[src/rtl/spi_pkg.sv]
// Shared definitions for the SPI flash path: byte-engine FSM states, SPI mode
// numbers, and the flash opcodes used by spi_flash_reader.
package spi_pkg;

    typedef enum logic {
        ST_IDLE   = 1'b0,
        ST_ACTIVE = 1'b1
    } spi_state_t;

    localparam int MODE0 = 0;
    localparam int MODE1 = 1;
    localparam int MODE2 = 2;
    localparam int MODE3 = 3;

    localparam logic [7:0] OP_WAKEUP = 8'hAB;
    localparam logic [7:0] OP_READ   = 8'h03;

    // Clock polarity: modes 2 and 3 idle spi_clk high.
    function automatic logic mode_cpol(input int mode);
        return (mode == MODE2) || (mode == MODE3);
    endfunction

    // Clock phase: modes 1 and 3 change data on the leading edge.
    function automatic logic mode_cpha(input int mode);
        return (mode == MODE1) || (mode == MODE3);
    endfunction

endpackage

[src/rtl/spi_byte_engine.sv]
// Byte-level SPI master. Shifts one byte out on spi_mosi and one byte in from
// spi_miso per transfer, with spi_clk derived from clk by a half-bit counter.
// Chip-select belongs to the upstream reader, so it is not handled here.
module spi_byte_engine
    import spi_pkg::*;
#(
    parameter int SPI_MODE          = MODE0,
    parameter int CLKS_PER_HALF_BIT = 2
) (
    input  logic       clk,
    input  logic       rst,
    input  logic [7:0] tx_byte,
    input  logic       tx_valid,
    output logic       tx_ready,
    output logic [7:0] rx_byte,
    output logic       rx_valid,
    output logic       busy,
    output logic       spi_clk,
    output logic       spi_mosi,
    input  logic       spi_miso
);

    localparam logic CPOL = mode_cpol(SPI_MODE);
    localparam logic CPHA = mode_cpha(SPI_MODE);
    localparam int   HC_W = $clog2(CLKS_PER_HALF_BIT) + 1;
    localparam logic [HC_W-1:0] HALF_RELOAD = HC_W'(CLKS_PER_HALF_BIT - 1);

    generate
        if (SPI_MODE < 0 || SPI_MODE > 3) begin : g_bad_mode
            $error("spi_byte_engine: SPI_MODE must be in 0..3");
        end
        if (CLKS_PER_HALF_BIT < 1) begin : g_bad_div
            $error("spi_byte_engine: CLKS_PER_HALF_BIT must be at least 1");
        end
    endgenerate

    spi_state_t      state;
    logic [7:0]      tx_shift;
    logic [7:0]      rx_shift;
    logic [4:0]      edge_cnt;
    logic [HC_W-1:0] half_cnt;

    logic            leading_edge;
    logic            last_edge;
    logic            sample_now;
    logic            shift_now;
    logic            mosi_next;
    logic [7:0]      rx_next;

    // Classify the upcoming spi_clk edge; edges count down 16..1, so an even
    // count is a leading edge and edge 1 is the final trailing edge.
    always_comb begin
        leading_edge = ~edge_cnt[0];
        last_edge    = (edge_cnt == 5'd1);
        sample_now   = CPHA ? ~leading_edge : leading_edge;
        shift_now    = CPHA ? leading_edge : (~leading_edge && !last_edge);
        mosi_next    = CPHA ? tx_shift[7] : tx_shift[6];
        rx_next      = {rx_shift[6:0], spi_miso};
    end

    // Transfer FSM: accept a byte in IDLE, then walk 16 spi_clk edges in ACTIVE.
    always_ff @(posedge clk or negedge rst) begin
        if (!rst) begin
            state    <= ST_IDLE;
            tx_ready <= 1'b1;
            rx_valid <= 1'b0;
            rx_byte  <= 8'h00;
            busy     <= 1'b0;
            spi_clk  <= CPOL;
            spi_mosi <= 1'b0;
            tx_shift <= 8'h00;
            rx_shift <= 8'h00;
            edge_cnt <= 5'd0;
            half_cnt <= '0;
        end else begin
            rx_valid <= 1'b0;
            case (state)
                ST_IDLE: begin
                    if (tx_valid && tx_ready) begin
                        tx_shift <= tx_byte;
                        edge_cnt <= 5'd16;
                        half_cnt <= HALF_RELOAD;
                        tx_ready <= 1'b0;
                        busy     <= 1'b1;
                        if (!CPHA) begin
                            spi_mosi <= tx_byte[7];
                        end
                        state    <= ST_ACTIVE;
                    end
                end
                ST_ACTIVE: begin
                    if (half_cnt != '0) begin
                        half_cnt <= half_cnt - HC_W'(1);
                    end else begin
                        half_cnt <= HALF_RELOAD;
                        spi_clk  <= ~spi_clk;
                        edge_cnt <= edge_cnt - 5'd1;
                        if (sample_now) begin
                            rx_shift <= rx_next;
                        end
                        if (shift_now) begin
                            spi_mosi <= mosi_next;
                            tx_shift <= {tx_shift[6:0], 1'b0};
                        end
                        if (last_edge) begin
                            rx_byte  <= sample_now ? rx_next : rx_shift;
                            rx_valid <= 1'b1;
                            tx_ready <= 1'b1;
                            busy     <= 1'b0;
                            state    <= ST_IDLE;
                        end
                    end
                end
                default: begin
                    state <= ST_IDLE;
                end
            endcase
        end
    end

endmodule

[config.mk]
export PLATFORM = sky130hd
export DESIGN_NAME = spi_byte_engine
export DESIGN_NICKNAME = d
export VERILOG_FILES = /design/src/rtl/spi_pkg.sv /design/src/rtl/spi_byte_engine.sv
export SDC_FILE = /design/constraint.sdc
export NUM_CORES = 1
export LEC_CHECK = 0
export BUFFER_PORTS_ARGS = -buffer_cell sky130_fd_sc_hd__buf_2
export CORE_MARGIN = 2
export CORE_UTILIZATION = 35
export DETAILED_ROUTE_END_ITERATION = 12
export PLACE_DENSITY_LB_ADDON = 0.15
export SYNTH_ARGS = -nofsm -noshare
export SYNTH_HDL_FRONTEND = slang
export SYNTH_SLANG_ARGS = --single-unit
export TNS_END_PERCENT = 20
[constraint.sdc]
create_clock -name clk -period 3 [get_ports clk]
set_clock_uncertainty 0.15 [all_clocks]
set_input_delay 0 -clock clk [delete_from_list [all_inputs] [get_ports clk]]
set_output_delay 0 -clock clk [all_outputs]
set_load 0.02 [all_outputs]
After elaboration in Yosys (flattened, before gate mapping)
Index checks and enable logic that the tools add are counted.
- flip-flop bits (word level): 36
- logic and storage cells: 60
- $add $sub $neg: 2
- equal/unequal tests: 5
- mux-type cells: 30
- bitwise gates (word level): 3
- reduce and logical (&&, ||, !) cells: 9
- operators with widths (cell ; count):
    7-bit 2-to-1 mux ; 3
    1-bit 2-to-1 mux ; 15
    7-bit one-hot mux with 2 select lines ; 1
    5-bit 2-to-1 mux ; 2
    5-bit one-hot mux with 2 select lines ; 1
    3-bit AND reduction ; 3
    8-bit 2-to-1 mux ; 1
    1-bit one-hot mux with 2 select lines ; 4
    5-bit by 1-bit == test with 1-bit output (second input constant) ; 1
    5-bit by 1-bit subtractor with 5-bit output (second input constant) ; 1
    2-bit 2-to-1 mux ; 2
    2-bit by 1-bit != test with 1-bit output (second input constant) ; 2
    2-bit != test (second input constant) ; 2
    2-bit one-hot mux with 2 select lines ; 1
    2-bit AND reduction ; 2
    1-bit inverter ; 3
    1-bit logical AND ; 2
    2-bit nonzero test ; 1
    2-bit by 1-bit subtractor with 2-bit output (second input constant) ; 1
    1-bit logical NOT ; 1

Logic depth before layout (Yosys ltp)
- depth after elaboration: 6
- mapped depth: 7
- depth with buffers taken out: 6

Worst setup path after synthesis
Ideal clock, no wire load.
- path type: reg2reg
- start: reg edge_cnt[1]
- end: reg spi_mosi
- setup time: 125 ps
- arrival: 1760 ps
- required time: 2725 ps
- slack: 966 ps
- cell stages (with the launch flop): 7
- path buffers: 1
- period minus slack after synthesis: 2034 ps
- path through: dfrtp_1 inv_1 ha_1 or4b_1 buf_4 a31oi_4 mux2_2
- word-level cells in the longest chain between the ends: 5
- ends and longest elaborated chain (what ; line ; source):
    start, declared ; spi_byte_engine.sv:40 ; logic [4:0] edge_cnt;
    start signal, assigned ; spi_byte_engine.sv:97 ; edge_cnt <= edge_cnt - 5'd1;
    5-bit by 1-bit == test with 1-bit output ; spi_byte_engine.sv:54 ; last_edge = (edge_cnt == 5'd1);
    1-bit logical NOT ; spi_byte_engine.sv:56 ; shift_now = CPHA ? leading_edge : (~leading_edge && !last_edge);
    1-bit logical AND ; spi_byte_engine.sv:56 ;
    2-bit by 1-bit != test with 1-bit output (no line) ; - ;
    3-bit AND reduction (no line) ; - ;
    end signal, assigned ; spi_byte_engine.sv:86 ; spi_mosi <= tx_byte[7];
    end signal, assigned ; spi_byte_engine.sv:102 ; spi_mosi <= mosi_next;
    end, declared ; spi_byte_engine.sv:19 ; output logic spi_mosi,
No other way between the ends.
A chain may end at the register's enable or synchronous reset.

Final worst setup path
- start: reg edge_cnt[1]
- end: reg tx_shift[0]
- word-level cells in the longest chain between the ends: 5
- ends and longest elaborated chain (what ; line ; source):
    5-bit by 1-bit == test with 1-bit output ; spi_byte_engine.sv:54 ;
    1-bit logical NOT ; spi_byte_engine.sv:56 ;
    1-bit logical AND ; spi_byte_engine.sv:56 ;
    2-bit by 1-bit != test with 1-bit output (no line) ; - ;
    3-bit AND reduction (no line) ; - ;
    end signal, assigned ; spi_byte_engine.sv:80 ; tx_shift <= tx_byte;
    end signal, assigned ; spi_byte_engine.sv:103 ; tx_shift <= {tx_shift[6:0], 1'b0};
    end, declared ; spi_byte_engine.sv:38 ; logic [7:0] tx_shift;
No other way between the ends.

==> impl_metrics.py <==
metrics = {
    "setup_path": {
        "required_ns": 3.07,
        "crit_chain": "inv_1 > ha_1 > or4b_1 > and3_2 > o21ai_0 > dlygate4sd3_1",
        "critPathBufInv": 2,
        "max_stage_delay_ns": 0.65,
        "critPathKind": "flop to flop",
        "start_kind": "flop",
        "slowest_stage": "or4b_1",
        "r2r_slack_ns": 0.50,
        "critPathTopFamily": "simple AND/OR/NAND/NOR gates",
        "cp.arrival_ns": 2.57,
        "worst-path-max-fanout": 11,
        "cp-end-kind": "flop",
    },
    "route": {
        "wl_per_cell_um": 14.2,
        "first_pass_iters": 4,
        "ant_nets": 0,
        "viasPerCell": 5.07,
        "vias": 1110,
        "wirelength_um": 3120,
        "drc": 0,
        "drtIter0Drc": 47,
    },
    "sta": {
        "worst_slack_ns": 0.504,
        "setup_tns_ns": 0,
        "slew_violations": 0,
        "rsz0062_at_grt": "no",
        "hold_violations": 0,
        "fmax_ghz": 0.401,
        "fin_crit_ns": 2.50,
        "slew_headroom_pct": 47.3,
        "holdWs_ns": 0.183,
        "period_share_pct": 83.2,
        "setup_viol": 0,
        "tightest_slew_ns": 0.791,
    },
    "global_routing": {
        "met2_usage_pct": 20.1,
        "grt_usage_pct": 13.4,
        "grt_pass1_vias": 1093,
        "antenna_found_initial": 0,
        "grt_use_met3_pct": 5.91,
        "grt_pass1_wl_um": 5170,
        "grtUsageMet1_pct": 16.8,
        "grt_overflow": 0,
        "grt.busiest_layer": "met2",
        "grt_max_degree": 37,
    },
    "cts": {
        "numCtsBuffers": 5,
        "cts-resized-gates": 0,
        "clk_pin_slew_ns": 0.07,
        "clock_latency_ns": 0.28,
        "cts-htree-levels": 2,
        "cts_max_path_buffers": 2,
        "cts_tree": "done",
        "cts-root-buf": "clkbuf_8",
        "clock_sinks": 36,
        "cts_hold_buf": 12,
        "cts_setup_buffers": 0,
    },
    "power": {
        "ir_worst_vdd_mv": 0.253,
        "power.density_mw_per_mm2": 434,
        "fin_total_pwr_mw": 0.866,
        "power_leakage_nw": 0.954,
    },
    "synthesis": {
        "async_flop_share_pct": 100,
        "yosysTopAreaCell": "dfrtp_1",
        "ys_types": 32,
        "synth_seq_cells": 36,
        "synth_top_area_share_pct": 54.3,
        "synth_area_leaders": "dfrtp_1, mux2_2, o21ai_0, mux2i_1, dfstp_2",
        "syn-cell-area_mm2": 0.00161,
        "ys_seq_area_share_pct": 55.9,
        "avgSynthCellArea_um2": 12.6,
        "ys.flop_type": "dfrtp_1",
        "synthCells": 128,
        "synth-edff-count": 0,
        "syn-num-nets": 142,
        "ys_warn_count": 0,
    },
    "floorplan": {
        "num_rows": 24,
        "die_x_um": 71.9,
        "dieArea_mm2": 0.00517,
        "fp.dieH_um": 71.9,
        "pin_count": 25,
        "start_util_pct": 36.8,
        "core_mm2": 0.00438,
    },
    "finish": {
        "multi_input_area_um2": 666,
        "diodes": 0,
        "drive_above_1_share_pct": 35.3,
        "area_delta_synth_final_pct": 23.6,
        "fill_cells": 417,
        "seq_area_um2": 902,
        "fin_nets": 180,
    },
    "place": {
        "place_congestion": 0.721,
        "place_ws_ns": 0.648,
        "hpwlAfterDp_um": 2110,
        "portBuffers": 24,
    },
    "flow_run": {
        "maxCapViolCount": 0,
    },
    "worst_hold_path": {
        "hold_path_class": "primary input to async pin",
    },
    "status": {
        "status": "finished clean",
    },
}
[worst register-to-register path, cell delays in order, from the launching register on]
cell           delay, ns
dfrtp_1             0.39
inv_1               0.08
ha_1                0.13
or4b_1              0.65
and3_2              0.29
o21ai_0             0.17
dlygate4sd3_1       0.57
[path summary, 6_finish.rpt]
path,startpoint,cells after the start,end
worst max-delay path,edge_cnt[1],6,tx_shift[0]
worst min-delay path,rst,2,spi_clk
worst max register to register,edge_cnt[1],6,tx_shift[0]
worst min register to register,busy,1,busy
max in group asynchronous,rst,2,rx_byte[4]
min in group clk,busy,1,busy
[area by class of cell]
class | instances | area share (%)
clock buffer | 8 | 4.52
inverter | 4 | 0.753
multi-input combinational | 81 | 33.4
sequential | 36 | 45.3
tap | 52 | 3.26
timing repair buffer | 38 | 12.8
[layout by cell type, fill, tap and decap left out, types with 2 or more instances in the layout]
cell type	count
ha_1	2
clkbuf_8	6
inv_1	4
nand2_1	3
nor2_1	5
clkbuf_1	2
buf_2	24
a21o_1	2
dlygate4sd3_1	12
buf_4	2
mux2_2	22
xnor2_1	3
o21ai_0	18
mux2i_1	8
dfrtp_1	35
[per-stage QoR]
step                utilization [%]  cell area [µm²]  instances
floorplan                         -             1610        128
global placement               40.7             1780        199
detailed placement             40.7             1780        199
CTS                            45.5             1990        219
global route                   45.5             1990        219
finish                         45.5             1990        219
[registers in the layout, summed over array words and instances (netlist names)]
register / count
half_cnt: 2
rx_byte: 8
busy: 1
rx_shift: 8
spi_clk: 1
tx_shift: 7
edge_cnt: 5
tx_ready: 1
rx_valid: 1
spi_mosi: 1
state: 1
[Yosys cell counts (all sizes together) (2+ instances only)]
master	instances
xnor2	3
clkbuf	5
a31oi	2
o21ai	18
inv	4
dfrtp	35
a21o	2
nor2	6
mux2i	8
nand2	3
buf	2
ha	2
mux2	22
[power breakdown]
part | total (mW) | internal [mW] | switching (mW)
logic | 0.0319 | 0.0179 | 0.0140
registers | 0.485 | 0.485 | 0
clock network | 0.348 | 0.187 | 0.161
[metal layers]
layer | wire, µm | up-vias
li1 | - | 528
met2 | 1460 | 18
met4 | 23 | 0
met5 | 0 | -
met3 | 159 | 2
met1 | 1470 | 562
[logic make-up (layout without fill, tap and decap cells)]
family,count (synthesis),after routing,share of synthesized area (%)
DFF,36,36,55.9
adders and majority gates,2,2,1.55
buffers and inverters,11,50,2.79
xor gates and xnor gates,4,4,2.17
and+or+nand+nor,18,18,6.67
muxes,30,30,20.3
AOI/OAI and AO/OA,27,27,10.6
No activity file was read; power rests on OpenSTA's default activity.
